--- src/rtl/seg_display_scan.sv ---
// seg_display_scan
//
// Time-multiplexed driver for a 4-digit, active-low 7-segment display.
// Once per frame it captures a tear-free snapshot of the 16-bit display word.
// It then scans digits 0..3. Each digit slot starts with a blanking gap that
// suppresses ghosting between neighbouring digits.
//
// Parameters
//   DIV        clock cycles per digit slot (>= 2)
//   BLANK      all-off cycles at the start of each slot (1 <= BLANK < DIV)
//
// Ports
//   system_clk in   1  board clock, rising edge
//   Reset      in   1  synchronous, active-high reset
//   display    in  16  hex word; digit i = display[4i+3:4i], digit 3 leftmost
//   AN         out  4  digit enables, active-low, at most one bit low
//   dispcode   out  8  segments, active-low, {dp,g,f,e,d,c,b,a}; dp always off
//
// All outputs are registered and lag the slot counter by one cycle. No
// combinational path runs from display to any output.

module seg_display_scan #(
    parameter int unsigned DIV   = 100000,
    parameter int unsigned BLANK = 1000
) (
    input  logic        system_clk,
    input  logic        Reset,
    input  logic [15:0] display,
    output logic [3:0]  AN,
    output logic [7:0]  dispcode
);

    localparam int unsigned CntW = $clog2(DIV);
    localparam logic [CntW-1:0] CntLast  = CntW'(DIV - 1);
    localparam logic [CntW-1:0] CntBlank = CntW'(BLANK);

    // Active-low hex font, {dp,g,f,e,d,c,b,a}.
    function automatic logic [7:0] hex7(input logic [3:0] v);
        logic [7:0] code;
        code = 8'hFF;
        case (v)
            4'h0: code = 8'hC0;
            4'h1: code = 8'hF9;
            4'h2: code = 8'hA4;
            4'h3: code = 8'hB0;
            4'h4: code = 8'h99;
            4'h5: code = 8'h92;
            4'h6: code = 8'h82;
            4'h7: code = 8'hF8;
            4'h8: code = 8'h80;
            4'h9: code = 8'h90;
            4'hA: code = 8'h88;
            4'hB: code = 8'h83;
            4'hC: code = 8'hC6;
            4'hD: code = 8'hA1;
            4'hE: code = 8'h86;
            4'hF: code = 8'h8E;
            default: code = 8'hFF;
        endcase
        return code;
    endfunction

    logic [CntW-1:0] cnt_q, cnt_d;
    logic [1:0]      idx_q, idx_d;
    logic [15:0]     frame_q, frame_d;
    logic [3:0]      an_q, an_d;
    logic [7:0]      seg_q, seg_d;

    logic            slot_end;
    logic            frame_start;
    logic            blank_phase;
    logic [3:0]      nibble;

    always_comb begin
        slot_end    = (cnt_q == CntLast);
        frame_start = (cnt_q == '0) && (idx_q == 2'd0);
        blank_phase = (cnt_q < CntBlank);
        nibble      = frame_q[{idx_q, 2'b00} +: 4];

        cnt_d   = slot_end ? '0 : cnt_q + 1'b1;
        idx_d   = slot_end ? idx_q + 2'd1 : idx_q;
        // Single capture point per frame keeps all four digits consistent.
        frame_d = frame_start ? display : frame_q;

        // The slot-boundary cycle always has cnt == 0 < BLANK, so a digit is
        // never enabled while the index is changing.
        an_d  = 4'b1111;
        seg_d = 8'hFF;
        if (!blank_phase) begin
            an_d[idx_q] = 1'b0;
            seg_d       = hex7(nibble);
        end
    end

    always_ff @(posedge system_clk) begin
        if (Reset) begin
            cnt_q   <= '0;
            idx_q   <= 2'd0;
            frame_q <= 16'h0000;
            an_q    <= 4'b1111;
            seg_q   <= 8'hFF;
        end else begin
            cnt_q   <= cnt_d;
            idx_q   <= idx_d;
            frame_q <= frame_d;
            an_q    <= an_d;
            seg_q   <= seg_d;
        end
    end

    assign AN       = an_q;
    assign dispcode = seg_q;

endmodule

--- config.mk ---
export PLATFORM = sky130hd
export DESIGN_NAME = seg_display_scan
export DESIGN_NICKNAME = d
export VERILOG_FILES = /design/src/rtl/seg_display_scan.sv
export SDC_FILE = /design/constraint.sdc
export NUM_CORES = 1
export LEC_CHECK = 0
export CORE_AREA = 2 2 80 82
export CTS_CLUSTER_SIZE = 24
export DETAILED_ROUTE_END_ITERATION = 8
export DIE_AREA = 0 0 82 84
export GPL_ROUTABILITY_DRIVEN = 0
export PLACE_DENSITY_LB_ADDON = 0.25
export SYNTH_ARGS = -nofsm -noshare
export SYNTH_HDL_FRONTEND = slang
export SYNTH_SLANG_ARGS = --single-unit
--- constraint.sdc ---
create_clock -name system_clk -period 4.2 [get_ports system_clk]
set_clock_uncertainty 0.05 [all_clocks]
set_input_delay 0.42 -clock system_clk [delete_from_list [all_inputs] [get_ports system_clk]]
set_output_delay 0.42 -clock system_clk [all_outputs]
set_load 0.02 [all_outputs]
### After elaboration in Yosys (flattened, before gate mapping)

Memories as Yosys holds them, arrays and structs flattened. A register that Yosys moved wholly into a read port is not among the register bits.
Cells that the tools add are included.

| word-level totals | value |
|---|---|
| bits of input ports | 18 |
| bits in read-only memories | 112 |
| memories kept | 1 |
| register bits after elaboration | 47 |
| output and inout bits | 12 |

Memories:

| memory | depth | bits a word | read ports | clocked after Yosys merged registers in | write ports | RTL line | text |
|---|---|---|---|---|---|---|---|
| (no name shown) | 16 | 7 | 1 | 1 | 0 | 41 | `case (v)` |

| cells by class | value |
|---|---|
| reductions and logical operators | 6 |
| $lt $le $gt $ge | 3 |
| shift operators | 1 |
| mux-type cells | 2 |
| eq/ne operators | 1 |
| bitwise gates (word level) | 1 |
| add/sub/neg operators | 2 |

Operators with widths:

| kind | count |
|---|---|
| adder 17 x 1 -> 17 bit (second input constant) | 1 |
| == test 17 bit (second input constant) | 1 |
| logical NOT 17 bit | 1 |
| < comparator 17 x 10 -> 1 bit (second input constant) | 1 |
| variable part select 16 x 5 -> 4 bit | 1 |
| NOT 4 bit | 1 |
| OR reduction 2 bit | 2 |
| < comparator 2 x 3 -> 1 bit (second input constant) | 1 |
| adder 2 x 1 -> 2 bit (second input constant) | 1 |
| demux 1 bit (select 2 bit) | 1 |
| >= comparator 2 x 1 -> 1 bit (second input constant) | 1 |
| logical AND 1 bit | 2 |
| logical NOT 2 bit | 1 |
| 2-to-1 mux 1 bit | 1 |

### Longest topological paths before layout

| logic depth | value |
|---|---|
| word-level depth | 5 |
| mapped depth | 9 |
| mapped depth without buffers | 6 |

### Worst setup path before layout

No wires, ideal clock.

| path | value |
|---|---|
| path type | reg2reg |
| start point | reg idx_q[0] |
| end point | reg seg_q[4], in the netlist dispcode[4] |
| data required time | 4.021 ns |
| arrival | 1.742 ns |
| path slack | 2.278 ns |
| cell stages (with the launch flop) | 7 |
| setup time | 0.129 ns |
| cell sequence | dfxtp_1 > buf_6 > mux4_2 > ha_1 > mux2_2 > o21ai_1 > nand2_1 |

| between the ends | value |
|---|---|
| word-level cells in the longest chain between the ends | 1 |

Ends and longest elaborated chain:

| what | RTL line | text |
|---|---|---|
| start, declared | 64 | `logic [1:0] idx_q, idx_d;` |
| start signal, assigned | 104 | `idx_q <= idx_d;` |
| variable part select 16 x 5 -> 4 bit | 78 | `nibble = frame_q[{idx_q, 2'b00} +: 4];` |
| end, declared | 67 | `logic [7:0] seg_q, seg_d;` |

No other way between the ends.
A chain may end at the register's enable or synchronous reset.

### Worst setup path in the final report

Same ends and word-level chain as after synthesis.

==> flow_summary.yaml <==
status:
  status: "finished, final reports clean"
sta:
  setup_violations: 0
  rsz0062_at_grt: "no"
  max-slew-margin-rel_pct: 40.7
  holdWs_ns: 0.412
  max_freq_ghz: 0.420
  min_period_ns: 2.38
  fin_ws_ns: 1.82
  hold_viol_final: 0
  slew_violations: 0
  setup_tns_ns: 0
  worst_pin_slew_ns: 0.885
  final.period_utilization_pct: 56.7
finish:
  fin_area_um2: 2630
  syn2layout_area_growth_pct: 16.7
  drive_above_1_share_pct: 4.68
  nets: 307
  layout_commonest_cell: "dfxtp_1"
  multi_input_area_um2: 1210
  final_cell_mix: "dfxtp_1 (46), clkdlybuf4s50_1 (28), nand3_1 (25), a21oi_1 (24), o21ai_0 (21)"
  instances_no_fill: 355
  diodes: 0
  fin_util_pct: 43.2
  register_area_um2: 921
  fillerInstances: 633
hold_path:
  hp-start: "cnt_q[0]"
  worstHoldPathType: "register to register"
logic_synthesis:
  synth_top_cell_area_share_pct: 40.8
  synth_cell_types: 42
  yosysWarnings: 0
  synth_edf_count: 0
  ys_ff_latch: 46
  avgSynthCellArea_um2: 8.74
  yosysTopAreaCell: "dfxtp_1"
  synth_top_flop_cell: "dfxtp_1"
  synth_fp_nets: 288
  netlist_instances: 258
  syn_area_um2: 2260
  ys_top_cells_by_area: "dfxtp_1 (41%), ha_1 (6.7%), nand3_1 (5.5%)"
  ys_seq_area_share_pct: 40.8
  async_flop_share_pct: 0
clock_tree:
  postCtsSetupRepairBufs: 0
  clock-root-buffer: "clkbuf_8"
  cts-htree-levels: 2
  insertion_delay_ns: 0.30
  post_cts_resize_count: 0
  cts_made_buffers: 5
  cts.sinks: 46
  cts_tree: "yes"
  path_clk_slew_ns: 0.08
  cts_hold_buf: 0
  cts_buffer_depth: 2
routing:
  dr.pass1.iters: 4
  drt_iter0_drc: 78
  postRouteAntennaNets: 0
  wl_um: 4360
  vias: 1814
  viasPerCell: 5.11
  wl_per_cell_um: 12.3
  drc: 0
floorplanning:
  dieWidth_um: 82
  core_region_area_um2: 6100
  die_y_um: 84
  placementRows: 29
  die_area_um2: 6890
  start_util_pct: 37.0
  io_pins: 30
global_routing:
  gr-usage-all-layers_pct: 13.7
  first_global_vias: 1547
  overflow: 0
  met1_usage_pct: 18.8
  antenna_found_initial: 0
  grt_max_degree: 21
  grt_busiest_layer: "met2"
  grtUsageMet3_pct: 3.90
  grt_pass1_wl_um: 7320
  use_met2_pct: 20.4
power_and_ir_drop:
  p_per_area_nw_per_um2: 322
  ir_drop_mv: 0.128
  totalPowerFinal_uw: 847
  leakagePower_nw: 0.907
worst_setup_path:
  cp_data_required_time_ns: 4.30
  start_kind: "register"
  worst_setup_path_end_kind: "register"
  crit_arrival_ns: 2.48
  reg2reg_from: "idx_q[0]"
  critPathKind: "register to register"
  cp_max_fo: 12
  cp-startpoint: "idx_q[0]"
placed_design:
  preCtsSetupSlack_ns: 1.66
  dp_cells: 347
  dpl-instance-area_um2: 2540
  hpwl_um: 3060
  portBuffers: 28
run:
  max_cap_violations: 0
==> worst max-delay path, stage by stage, from the launching register on <==
cell     delay (ns)
dfxtp_1        0.71
mux4_2         0.68
ha_1           0.30
mux2_2         0.28
o21ai_1        0.14
nand2_1        0.07
==> cell families (layout without fill, tap and decap cells) <==
kind of cell	after synthesis	count (layout)	share of synthesized area, %
AO/OA/AOI/OAI	58	58	14.0
XOR/XNOR	13	13	5.05
adder cells (fa/ha/maj)	12	12	6.66
buffers and inverters	26	46	5.71
flip-flops	46	46	40.8
multiplexers	9	9	6.27
other	1	1	0.166
AND/OR/NAND/NOR	93	93	21.4
==> routing by layer <==
| layer | vias up | part of all wire, % |
|---|---|---|
| li1 | 948 | - |
| met1 | 825 | 50 |
| met3 | 7 | 3.7 |
| met5 | - | 0 |
| met4 | 0 | 1.7 |
| met2 | 34 | 45 |
==> final timing paths <==
path | end | slack [ns] | cells past startpoint
setup / recovery | dispcode[4] | 1.82 | 5
hold / removal | cnt_q[0] | 0.41 | 1
setup reg to reg | dispcode[4] | 1.82 | 5
hold reg to reg | cnt_q[0] | 0.41 | 1
==> registers in the layout, indices dropped and copies added (netlist names) <==
name / count
AN: 4
cnt_q: 17
dispcode: 7
frame_q: 16
idx_q: 2
==> area by class of cell <==
type                    count  area share [%]
clock inverters             1           0.190
inverters                  10            1.43
well taps                  77            3.66
clock buffers               7            3.28
repair buffers             28            10.6
flip-flops and latches     46            35.0
multi-input cells         186            45.8
==> synth_stat cells (all sizes together), types with 2 or more instances <==
| cell | instances |
|---|---|
| inv | 10 |
| nand3 | 25 |
| o21ai | 24 |
| mux4 | 4 |
| dfxtp | 46 |
| or3 | 5 |
| nand4 | 7 |
| xnor2 | 7 |
| buf | 9 |
| mux2i | 4 |
| o211ai | 2 |
| a21oi | 24 |
| nor3 | 8 |
| ha | 12 |
| or2 | 2 |
| xor2 | 6 |
| clkbuf | 7 |
| nand2 | 16 |
| nor2 | 13 |
| nor4 | 3 |
| and3 | 4 |
| nand2b | 3 |
| and2 | 3 |
| o31ai | 2 |
==> report_power, final <==
group	switching, mW	internal, mW
Sequential	0.0102	0.453
Combinational	0.0579	0.0501
Clock	0.143	0.133
Note: power is estimated with default switching activity, not from simulation.
